[config.mk]
export PLATFORM = sky130hd
export DESIGN_NAME = bcd_scan_display
export DESIGN_NICKNAME = d
export VERILOG_FILES = /design/src/rtl/bcd_scan_display_pkg.sv /design/src/rtl/bcd_to_seg7.sv /design/src/rtl/bcd_scan_display.sv
export SDC_FILE = /design/constraint.sdc
export NUM_CORES = 1
export LEC_CHECK = 0
export BUFFER_PORTS_ARGS = -buffer_cell sky130_fd_sc_hd__buf_2
export CAP_MARGIN = 10
export CORE_MARGIN = 2
export CORE_UTILIZATION = 63
export CTS_CLUSTER_SIZE = 25
export DETAILED_ROUTE_END_ITERATION = 8
export GPL_TIMING_DRIVEN = 0
export HOLD_SLACK_MARGIN = 0.03
export PLACE_DENSITY = 0.85
export SETUP_SLACK_MARGIN = 0.15
export SYNTH_ARGS = -nofsm -noshare
export SYNTH_HDL_FRONTEND = slang
export SYNTH_SLANG_ARGS = --single-unit
[constraint.sdc]
create_clock -name clk -period 4.04 [get_ports clk]
set_clock_uncertainty 0.1 [all_clocks]
set_input_delay 0 -clock clk [delete_from_list [all_inputs] [get_ports clk]]
set_output_delay 0 -clock clk [all_outputs]
set_load 0.01 [all_outputs]
[src/rtl/bcd_scan_display_pkg.sv]
// Shared definitions for the multiplexed 3-digit BCD display: active-low segment
// codes and the digit-slot index type.
package bcd_scan_display_pkg;

   typedef enum logic [1:0] {
      ONES     = 2'd0,
      TENS     = 2'd1,
      HUNDREDS = 2'd2
   } digit_idx_e;

   typedef enum logic {
      StBlank,
      StOn
   } phase_e;

   // Active-low segment patterns, bit 0 = a ... bit 6 = g.
   localparam logic [6:0] SEG_0    = 7'h40;
   localparam logic [6:0] SEG_1    = 7'h79;
   localparam logic [6:0] SEG_2    = 7'h24;
   localparam logic [6:0] SEG_3    = 7'h30;
   localparam logic [6:0] SEG_4    = 7'h19;
   localparam logic [6:0] SEG_5    = 7'h12;
   localparam logic [6:0] SEG_6    = 7'h02;
   localparam logic [6:0] SEG_7    = 7'h78;
   localparam logic [6:0] SEG_8    = 7'h00;
   localparam logic [6:0] SEG_9    = 7'h10;
   localparam logic [6:0] SEG_DASH = 7'h3F;
   localparam logic [6:0] SEG_OFF  = 7'h7F;

   localparam logic [2:0] AN_OFF   = 3'b111;

endpackage

[src/rtl/bcd_to_seg7.sv]
// Combinational BCD to active-low 7-segment decoder; non-decimal codes show a dash.
module bcd_to_seg7
   import bcd_scan_display_pkg::*;
(
   input  logic [3:0] bcd_i,
   output logic [6:0] seg_n_o
);

   always_comb begin
      seg_n_o = SEG_DASH;
      case (bcd_i)
         4'd0:    seg_n_o = SEG_0;
         4'd1:    seg_n_o = SEG_1;
         4'd2:    seg_n_o = SEG_2;
         4'd3:    seg_n_o = SEG_3;
         4'd4:    seg_n_o = SEG_4;
         4'd5:    seg_n_o = SEG_5;
         4'd6:    seg_n_o = SEG_6;
         4'd7:    seg_n_o = SEG_7;
         4'd8:    seg_n_o = SEG_8;
         4'd9:    seg_n_o = SEG_9;
         default: seg_n_o = SEG_DASH;
      endcase
   end

endmodule

[src/rtl/bcd_scan_display.sv]
// Time-multiplexed 3-digit common-anode display driver with frame-synchronous
// digit commit, leading-zero blanking and inter-digit ghost blanking.
module bcd_scan_display
   import bcd_scan_display_pkg::*;
#(
   parameter int unsigned SCAN_DIV     = 50000,
   parameter int unsigned BLANK_CYCLES = 16
) (
   input  logic       clk,
   input  logic       rst_n,
   input  logic [3:0] hundreds_i,
   input  logic [3:0] tens_i,
   input  logic [3:0] ones_i,
   input  logic       load_i,
   input  logic       lz_en_i,
   output logic [6:0] seg_n_o,
   output logic [2:0] an_n_o,
   output logic       frame_o
);

   localparam int unsigned     CntW     = (SCAN_DIV > 1) ? $clog2(SCAN_DIV) : 1;
   localparam logic [CntW-1:0] LastCnt  = CntW'(SCAN_DIV - 1);
   localparam logic [CntW-1:0] BlankCnt = CntW'(BLANK_CYCLES);
   localparam phase_e          PhaseRst = (BLANK_CYCLES != 0) ? StBlank : StOn;

   logic [CntW-1:0] slot_cnt_q, slot_cnt_d;
   digit_idx_e      idx_q, idx_d;
   phase_e          phase_q, phase_d;
   logic [11:0]     staged_q, staged_d;
   logic [11:0]     shown_q, shown_d;
   logic            pending_q, pending_d;
   logic [2:0]      an_n_q, an_n_d;
   logic [6:0]      seg_n_q, seg_n_d;

   logic            slot_end;
   logic            commit;
   logic            digit_blank;
   logic [3:0]      digit_sel;
   logic [2:0]      an_sel_n;
   logic [6:0]      dec_seg_n;

   always_ff @(posedge clk or negedge rst_n) begin
      if (!rst_n) begin
         slot_cnt_q <= '0;
         idx_q      <= ONES;
         phase_q    <= PhaseRst;
         staged_q   <= '0;
         shown_q    <= '0;
         pending_q  <= 1'b0;
         an_n_q     <= AN_OFF;
         seg_n_q    <= SEG_OFF;
      end else begin
         slot_cnt_q <= slot_cnt_d;
         idx_q      <= idx_d;
         phase_q    <= phase_d;
         staged_q   <= staged_d;
         shown_q    <= shown_d;
         pending_q  <= pending_d;
         an_n_q     <= an_n_d;
         seg_n_q    <= seg_n_d;
      end
   end

   // Slot timing and phase next-state.
   always_comb begin
      slot_end   = (slot_cnt_q == LastCnt);
      slot_cnt_d = slot_end ? '0 : slot_cnt_q + 1'b1;
      idx_d      = idx_q;
      if (slot_end) begin
         unique case (idx_q)
            ONES:    idx_d = TENS;
            TENS:    idx_d = HUNDREDS;
            default: idx_d = ONES;
         endcase
      end
      phase_d = StOn;
      if ((BLANK_CYCLES != 0) && (slot_cnt_d < BlankCnt)) begin
         phase_d = StBlank;
      end
   end

   // Commit takes the pre-edge staged value, so a load on the commit cycle waits a frame.
   always_comb begin
      commit    = (idx_q == HUNDREDS) && slot_end && pending_q;
      staged_d  = load_i ? {hundreds_i, tens_i, ones_i} : staged_q;
      shown_d   = commit ? staged_q : shown_q;
      pending_d = load_i | (pending_q & ~commit);
   end

   always_comb begin
      digit_sel = shown_q[11:8];
      an_sel_n  = 3'b011;
      unique case (idx_q)
         ONES: begin
            digit_sel = shown_q[3:0];
            an_sel_n  = 3'b110;
         end
         TENS: begin
            digit_sel = shown_q[7:4];
            an_sel_n  = 3'b101;
         end
         default: begin
            digit_sel = shown_q[11:8];
            an_sel_n  = 3'b011;
         end
      endcase
      digit_blank = lz_en_i && (shown_q[11:8] == 4'd0) &&
                    ((idx_q == HUNDREDS) || ((idx_q == TENS) && (shown_q[7:4] == 4'd0)));
      an_n_d  = AN_OFF;
      seg_n_d = SEG_OFF;
      if ((phase_q == StOn) && !digit_blank) begin
         an_n_d  = an_sel_n;
         seg_n_d = dec_seg_n;
      end
   end

   bcd_to_seg7 u_dec (
      .bcd_i   (digit_sel),
      .seg_n_o (dec_seg_n)
   );

   assign seg_n_o = seg_n_q;
   assign an_n_o  = an_n_q;
   assign frame_o = commit;

endmodule

==> results.yml <==
run_status:
  status: "completed"
pwr:
  leakagePower_nw: 1.521
  p_per_area_nw_per_um2: 284.6
  seq_power_share: 0.616
  p_sw_uw: 202.9
  clkPwrFrac: 0.329
  comb_power_share: 0.056
  ir_drop_uv: 253.3
  power_uw: 909.0
  internal_power_uw: 706.1
  switching_share: 0.2232
routing:
  drtAntennaViolNets: 0
  vias_per_cell: 5.735
  first_pass_iters: 4
  dr.first_iter.drc_count: 117
  wl_um: 5164
  vias: 1927
  drc: 0
  wl_per_cell_um: 15.37
clock_network:
  cts_root_buf: "clkbuf_8"
  clockBufferDepth: 2
  htree_levels: 2
  cts_buffers: 5
  clk_pin_slew_ns: 0.09
  cts.sinks: 54
  cts_tree: "done"
  postCtsSetupRepairBufs: 0
  clk_latency_ns: 0.31
timing:
  grt_setup_unrepaired: "no"
  post-route-period-util: 0.6011
  final_max_slew_viol_count: 0
  whs_ns: 0.04079
  relSlewSlack: 0.6277
  finalCriticalPeriod_ns: 2.428
  setup_ws_ns: 1.612
  hold_viol: 0
  tightest_slew_ns: 0.5430
  setup_viol: 0
  tns_ns: 0
  fmax_ghz: 0.4118
floorplanning:
  num_io_pins: 27
  die_w_um: 69.77
  die_h_um: 69.77
  initial_core_util: 0.6669
  core-area_um2: 4086
  fp-row-count: 23
  fp.dieArea_um2: 4868
worst_setup_path:
  cp_data_required_time_ns: 3.94
  worstPathArrival_ns: 2.33
  crit_type: "reg -> out"
  worst-path-max-fanout: 8
  cp-end-kind: "output pin"
  start_kind: "register"
placed_design:
  globalplace.congestion: 0.9295
  dp_hpwl_um: 3455
  place_ws_ns: 1.700
  port_buffers: 26
final_layout:
  nets: 307
  utilization: 0.7817
  layout-area-overhead-vs-synth_pct: 17.22
  final_layout_size_suffix_gt1_frac: 0.2937
  antennaDiodeCount: 0
yosys:
  synth.net_count: 256
  syn_area_um2: 2725
  synth-edff-count: 0
  synth_cell_types: 50
  ys_ff_latch: 54
  yosys_warnings: 0
  synth-main-ff-cell: "dfrtp_1"
  synth_compound_area_frac: 0.05601
  yosysSeqAreaShare: 0.5005
  synth-simple-area-share: 0.1653
  avgSynthCellArea_um2: 11.65
  synthMuxAreaShare: 0.1680
  synth_fa_ha_area_frac: 0.02755
  async_reset_ff_frac: 1.000
  synthXorXnorAreaFrac: 0.04500
  postSynthCellCount: 234
  synth_top_family_by_area: "multiplexers"
global_routing:
  grt_overflow: 0
  grt_antenna_before_repair: 0
  grt_use_total: 0.2305
  grt_pass1_vias: 1892
  grt_max_degree: 55
  grt_pass1_wl_um: 8804
flow_run:
  maxCapViolCount: 0
worst_hold_path:
  hold_path.class: "in -> async"
[kinds of logic after synthesis]
family	count (synthesis)
simple gates	80
flops	54
mux	37
compound gates	22
buf+inv	21
xor+xnor	14
fa+ha+maj	6
[repair_timing]
item / in CTS / in global routing
endpoints found under the setup margin: 0 / 0
endpoints found under the hold margin: 60 / 0
resized for setup: 0 / 0
hold buffers: 17 / 0
[worst max-delay path, stage by stage (launching register included)]
cell	delay (ns)
dfrtp_1	0.36
clkbuf_1	0.20
or4_4	0.54
nor4_4	0.26
and2_1	0.18
buf_4	0.16
and3_1	0.17
buf_2	0.13
[placed cells by master, fill, tap and decap left out, types with 2 or more instances in the layout]
master,count
xor2_1,7
dfrtp_1,44
and3_1,3
buf_2,30
o21ai_1,5
mux2_2,13
ha_1,6
dlygate4sd3_1,17
nand3_1,6
a21o_1,2
nand2_1,24
inv_1,6
mux2_4,10
nor2b_1,3
dfstp_2,10
buf_6,2
and2_1,2
a21oi_1,4
nor3_1,5
nor4_1,4
mux2_1,7
nand2b_1,2
a31oi_1,2
xnor2_1,7
mux2i_1,6
clkbuf_1,7
nor2_1,14
o21a_1,2
clkbuf_8,5
nand4_1,6
[metal layers]
layer	up-vias	wire, um	share of wire	track usage
met4	0	148	0.029	0.09829
met2	52	2437	0.47	0.3556
met5	-	0	0	0
met3	13	200	0.039	0.05378
li1	921	-	-	-
met1	941	2376	0.46	0.3136
[final timing paths]
path	start	to	slack (ns)	depth (start not counted)
setup reg to reg	idx_q[0]	seg_n_o[3]	1.67	7
max in group asynchronous	rst_n	an_n_o[0]	3.23	3
hold / removal	rst_n	slot_cnt_q[10]	0.04	2
min in group clk	load_i	pending_q	0.24	3
hold reg to reg	phase_q	an_n_o[0]	0.32	1
setup / recovery	slot_cnt_q[10]	frame_o	1.61	7
[power groups by stage]
stage	combinational, mW	sequential (mW)	clock [mW]
6_report	0.0506	0.560	0.299
3_5_place_dp	0.0348	0.570	0
4_1_cts	0.0491	0.560	0.305
5_1_grt	0.0573	0.561	0.328
3_3_place_gp	0.0325	0.569	0
2_1_floorplan	0.0146	0.567	0
[sequential cells by signal (all words and copies together), names as in the netlist]
register	flops
an_n_o	3
pending_q	1
slot_cnt_q	16
idx_q	2
staged_q	12
phase_q	1
shown_q	12
seg_n_o	7
[cell type report]
cell class,count,area [um2]
Timing Repair Buffer,44,320.3
Sequential cell,54,1364
Clock buffer,6,72.57
Multi-Input combinational cell,159,1259
Tap cell,50,62.56
Fill cell,239,892.1
Clock inverter,2,13.76
Buffer,14,76.32
Inverter,7,26.28
[through the flow]
| stage | instances | instance area, um2 |
|---|---|---|
| 6_report | 336 | 3194 |
| 3_5_place_dp | 310 | 2918 |
| 4_1_cts | 335 | 3174 |
| 2_1_floorplan | 234 | 2725 |
| 5_1_grt | 336 | 3194 |
| 3_3_place_gp | 310 | 2918 |
[cell usage after synthesis, types with 2 or more instances]
master    number  share of area
a21o_1         2         0.0055
a21oi_1        4         0.0073
a31oi_1        2         0.0046
and2_1         2         0.0046
and3_1         3         0.0069
buf_2          4         0.0073
buf_6          2         0.0083
clkbuf_1       6         0.0083
dfrtp_1       44           0.40
dfstp_2       10          0.096
ha_1           6          0.028
inv_1          6         0.0083
mux2_1         7          0.029
mux2_2        13          0.054
mux2_4        10          0.055
mux2i_1        6          0.022
nand2_1       24          0.033
nand2b_1       2         0.0046
nand3_1        6          0.011
nand4_1        6          0.014
nor2_1        14          0.019
nor2b_1        3         0.0069
nor3_1         5         0.0092
nor4_1         4         0.0092
o21a_1         2         0.0055
o21ai_1        5         0.0092
xnor2_1        7          0.022
xor2_1         7          0.022
(Power assumes the default switching activity.)
